File: config.mk
export PLATFORM = sky130hd
export DESIGN_NAME = skip_adder_sequencer
export DESIGN_NICKNAME = d
export VERILOG_FILES = /design/src/rtl/skip_adder_pkg.sv /design/src/rtl/csa_slice4.sv /design/src/rtl/skip_adder_sequencer.sv
export SDC_FILE = /design/constraint.sdc
export NUM_CORES = 1
export LEC_CHECK = 0
export CAP_MARGIN = 20
export CELL_PAD_IN_SITES_DETAIL_PLACEMENT = 2
export CELL_PAD_IN_SITES_GLOBAL_PLACEMENT = 2
export CORE_ASPECT_RATIO = 1.1
export CORE_MARGIN = 2
export CORE_UTILIZATION = 38
export DETAILED_ROUTE_END_ITERATION = 7
export PLACE_DENSITY = 0.88
export RECOVER_POWER = 100
export REMOVE_ABC_BUFFERS = 1
export SYNTH_ARGS = -nofsm -noshare
export SYNTH_HDL_FRONTEND = slang
export SYNTH_HIERARCHICAL = 1
export SYNTH_SLANG_ARGS = --single-unit
File: constraint.sdc
create_clock -name clk -period 6.8 [get_ports clk]
set_input_delay 0.68 -clock clk [delete_from_list [all_inputs] [get_ports clk]]
set_output_delay 0.68 -clock clk [all_outputs]
set_load 0.02 [all_outputs]
File: src/rtl/skip_adder_pkg.sv
// Shared types and constants for the skip-adder sequencer.
//   SLICE_W : width of the slice processed each cycle
//   state_e : sequencer FSM states
package skip_adder_pkg;

   localparam int unsigned SLICE_W = 4;

   typedef enum logic [1:0] {
      IDLE = 2'd0,
      RUN  = 2'd1,
      DONE = 2'd2
   } state_e;

endpackage

File: src/rtl/csa_slice4.sv
// Combinational 4-bit ripple adder with a carry-skip bypass.
// Ports:
//   a4, b4 : slice operands
//   cin4   : slice carry-in
//   sum4   : slice sum
//   cout4  : slice carry-out (bypassed from cin4 when every bit propagates)
//   skip   : high when the bypass path supplies cout4
module csa_slice4
   import skip_adder_pkg::*;
(
   input  logic [SLICE_W-1:0] a4,
   input  logic [SLICE_W-1:0] b4,
   input  logic               cin4,
   output logic [SLICE_W-1:0] sum4,
   output logic               cout4,
   output logic               skip
);

   logic [SLICE_W-1:0] p;
   logic [SLICE_W-1:0] g;
   logic [SLICE_W:0]   c;

   always_comb begin
      p    = a4 ^ b4;
      g    = a4 & b4;
      c    = '0;
      c[0] = cin4;
      for (int i = 0; i < SLICE_W; i++) begin
         c[i+1] = g[i] | (p[i] & c[i]);
      end
      sum4  = p ^ c[SLICE_W-1:0];
      skip  = &p;
      // All-propagate slice: carry-in passes straight through.
      cout4 = skip ? cin4 : c[SLICE_W];
   end

endmodule

File: src/rtl/skip_adder_sequencer.sv
// Multi-cycle adder: one 4-bit carry-skip slice is reused every cycle, so a WIDTH-bit add
// takes WIDTH/4 cycles in RUN, then the result is held in DONE until out_ready.
// Ports:
//   clk, rst_n           : clock, asynchronous active-low reset
//   in_valid / in_ready  : operand handshake (ready only in IDLE)
//   a, b, cin            : operands and carry-in
//   out_valid / out_ready: result handshake (valid only in DONE)
//   sum, cout            : result and MSB carry-out
//   busy                 : high whenever not IDLE
//   skip_cnt             : slices that took the skip path (only with SKIP_ADDER_STATS_EN)
// Optional feature macro: SKIP_ADDER_STATS_EN.
module skip_adder_sequencer
   import skip_adder_pkg::*;
#(
   parameter int unsigned WIDTH = 16
) (
   input  logic             clk,
   input  logic             rst_n,
   input  logic             in_valid,
   output logic             in_ready,
   input  logic [WIDTH-1:0] a,
   input  logic [WIDTH-1:0] b,
   input  logic             cin,
   output logic             out_valid,
   input  logic             out_ready,
   output logic [WIDTH-1:0] sum,
   output logic             cout,
`ifdef SKIP_ADDER_STATS_EN
   output logic [$clog2(WIDTH/SLICE_W+1)-1:0] skip_cnt,
`endif
   output logic             busy
);

   localparam int unsigned NIB = WIDTH / SLICE_W;
   localparam int unsigned IW  = (NIB > 1) ? $clog2(NIB) : 1;
   localparam logic [IW-1:0] LAST_IDX = IW'(NIB - 1);

   state_e             state_q;
   logic [WIDTH-1:0]   a_q;
   logic [WIDTH-1:0]   b_q;
   logic [WIDTH-1:0]   sum_q;
   logic               carry_q;
   logic               cout_q;
   logic [IW-1:0]      idx_q;

   logic [SLICE_W-1:0] slice_sum;
   logic               slice_cout;
   logic               slice_skip;

   csa_slice4 u_slice (
      .a4    (a_q[idx_q*SLICE_W +: SLICE_W]),
      .b4    (b_q[idx_q*SLICE_W +: SLICE_W]),
      .cin4  (carry_q),
      .sum4  (slice_sum),
      .cout4 (slice_cout),
      .skip  (slice_skip)
   );

   always_ff @(posedge clk or negedge rst_n) begin
      if (!rst_n) begin
         state_q <= IDLE;
         a_q     <= '0;
         b_q     <= '0;
         sum_q   <= '0;
         carry_q <= 1'b0;
         cout_q  <= 1'b0;
         idx_q   <= '0;
      end else begin
         unique case (state_q)
            IDLE: begin
               if (in_valid) begin
                  a_q     <= a;
                  b_q     <= b;
                  carry_q <= cin;
                  sum_q   <= '0;
                  cout_q  <= 1'b0;
                  idx_q   <= '0;
                  state_q <= RUN;
               end
            end
            RUN: begin
               sum_q[idx_q*SLICE_W +: SLICE_W] <= slice_sum;
               carry_q <= slice_cout;
               if (idx_q == LAST_IDX) begin
                  // Counter parks on the last slice so it never exceeds NIB-1.
                  cout_q  <= slice_cout;
                  state_q <= DONE;
               end else begin
                  idx_q <= idx_q + 1'b1;
               end
            end
            DONE: begin
               if (out_ready) begin
                  state_q <= IDLE;
               end
            end
            default: state_q <= IDLE;
         endcase
      end
   end

`ifdef SKIP_ADDER_STATS_EN
   localparam int unsigned SCW = $clog2(NIB + 1);
   logic [SCW-1:0] skip_cnt_q;

   always_ff @(posedge clk or negedge rst_n) begin
      if (!rst_n) begin
         skip_cnt_q <= '0;
      end else if (state_q == IDLE && in_valid) begin
         skip_cnt_q <= '0;
      end else if (state_q == RUN && slice_skip) begin
         skip_cnt_q <= skip_cnt_q + SCW'(1);
      end
   end

   assign skip_cnt = skip_cnt_q;
`endif

   assign in_ready  = (state_q == IDLE);
   assign busy      = (state_q != IDLE);
   assign out_valid = (state_q == DONE);
   assign sum       = sum_q;
   assign cout      = cout_q;

endmodule
==> impl_metrics.ini <==
[run_status]
status = finished with violations
violations = max-capacitance violations, max-slew violations

[worst_setup_path]
cp_max_fo = 18
worst_setup_path_end_kind = flip-flop
worstSetupPathType = reg2reg
crit_required_ps = 7050
worst_setup_path_start_kind = flip-flop
cp_cell_sequence = mux4_2 > inv_1 > fa_1 > inv_1 > fa_1 > fa_1 > inv_1 > fa_1 > inv_1 > a22o_1
slowest_stage = dfrtp_1
arrival_ps = 3690
max_stage_delay_ps = 890

[clock_network]
ctsHoldBuffers = 0
htree_levels = 2
postCtsSetupBuffers = 0
clock_latency_ps = 300
cts_tree = built
cts.sinks = 54
cts_root_buf = clkbuf_8
clk_pin_slew_ps = 100
ctsResizeCount = 0
cts_buffers = 5
clk_path_buf_depth = 2

[detailed_routing]
drtIter0Drc = 54
firstDrtPassIters = 4
vias = 1761
avgRoutedWirePerCell_um = 19.7
wl_um = 6510
drc = 0
ant_nets = 0
viasPerCell = 5.34

[die]
die_w_um = 84.9
ios = 57
die-area_mm2 = 0.00789
fp.coreArea_mm2 = 0.00701
start_util_pct = 39.0
die_h_um = 93.0
fp-row-count = 32

[finish]
layout.nets = 295
final_cell_mix = dfrtp_1, clkdlybuf4s50_1, mux2_1
areaGrowthSynthToFinish_pct = 22.6
n_antenna_cell = 0
final_common_cell = dfrtp_1
drive_above_1_share_pct = 9.80

[place]
routabilityCongestion = 0.743
dp_hpwl_um = 4980
port_buffers = 56

[timing]
holdWs_ps = 495
tightest_slew_ps = 2870
final.setup.tns_ps = 0
slew_violations = 88
post-route-period-util_pct = 50.6
rsz0062_at_grt = false
setup_viol = 0
finClkSkew_ps = 7.45
min_period_ps = 3440
slew_headroom_pct = -91.4
fmax_ghz = 0.291
finalHoldViolCount = 0

[job]
max_cap_violations = 2

[yosys]
seq_area_frac_synth_pct = 49.4
synthFlopType = dfrtp_1
synth_area_leaders = dfrtp_1, mux2_4, mux4_2, a22o_1, ha_1
synth_edf_count = 0
synth.top_cell.area_share_pct = 49.4
ys_ff_latch = 54
yosysUniqueCellTypes = 33
synthArstFlopShare_pct = 100
yosysWarnings = 6
synth.largest_area_cell = dfrtp_1
syn_area_per_cell_um2 = 14.5
synth_area_mm2 = 0.00274
syn_inst = 189

[global_routing]
grt_max_degree = 55
antenna_found_initial = 0
grt_pass1_vias = 1988
groute.usage.overall_pct = 17.9
grt_pass1_wl_um = 10900
overflow = 0

[power_and_ir_drop]
p_leak_nw = 1.52
vdd_drop_max_uv = 225
power_density_mw_per_mm2 = 514

[worst_hold_path]
hold_class = reg2reg
Yosys cell counts (all sizes together) (2+ instances only):
cell and number:
o22ai 2, a21o 4, mux4 8, nand2 8
dfrtp 54, nor2b 2, clkbuf 2, mux2 32
and4 3, fa 4, a22o 15, ha 10
nor2 3, o21ai 3, inv 15, buf 7
nand2b 3, a21oi 4
worst max-delay path: cells and delay by family (launching register included):
kind                       cells  cell delay, ps
adders and majority gates      4            1340
DFF                            1             890
AOI/OAI and AO/OA              1             160
muxes                          1             610
buffers and inverters          4             380
through the flow:
| step | total power [W] | setup slack (ps) | cell area, um2 | std cells | utilization [%] |
|---|---|---|---|---|---|
| finish | 0.00172 | 3360 | 3350 | 330 | 47.9 |
| global route | 0.00186 | 3110 | 3350 | 330 | 47.9 |
| CTS | 0.00186 | 3320 | 3470 | 330 | 49.6 |
| detailed placement | 0.00159 | 3350 | 3330 | 322 | 47.6 |
| global placement | 0.00151 | 3490 | 3330 | 322 | 47.6 |
| floorplan | 0.00124 | 3710 | 2670 | 180 | - |
cells by family after synthesis:
family | synth area share, %
AOI/OAI and AO/OA | 8.83
adders and majority gates | 7.50
buffers and inverters | 4.62
DFF | 49.4
muxes | 24.2
and+or+nand+nor | 5.40
path summary, 6_finish.rpt:
path / start / to / slack [ps] / cells after the start
worst max-delay path: idx_q[0] / sum[3] / 3360 / 10
worst min-delay path: a_q[6] / a_q[6] / 490 / 1
worst max register to register: idx_q[0] / sum[3] / 3360 / 10
worst min register to register: a_q[6] / a_q[6] / 490 / 1
max in group asynchronous: rst_n / a_q[6] / 3800 / 2
min in group asynchronous: rst_n / sum[8] / 1400 / 2
report_power, final:
group	internal (W)	switching, W	total [W]
sequential	0.000464	0.000133	0.000597
combinational	0.000405	0.000468	0.000873
clock	0.000148	0.000106	0.000253
final cells by class:
class                      count  area [um2]
multi-input combinational    111        1140
sequential                    54        1350
clock inverter                 3        68.8
inverter                      15        56.3
tap                           85         106
timing repair buffer          57         559
fill                         690        3650
clock buffer                   5        68.8
metal layers:
layer	GRT usage (%)	wire length, um	part of all wire, %	up-vias
met5	0	0	0	-
met4	4.63	89	1.4	0
met3	3.35	226	3.5	10
met2	31.8	3420	53	55
met1	22.5	2770	43	913
li1	-	-	-	783
state kept, by name, indices dropped and copies added (netlist names):
register	flops
a_q	16
b_q	16
sum	16
idx_q	2
state_q	2
carry_q	1
cout	1
No activity file was read; power rests on OpenSTA's default activity.
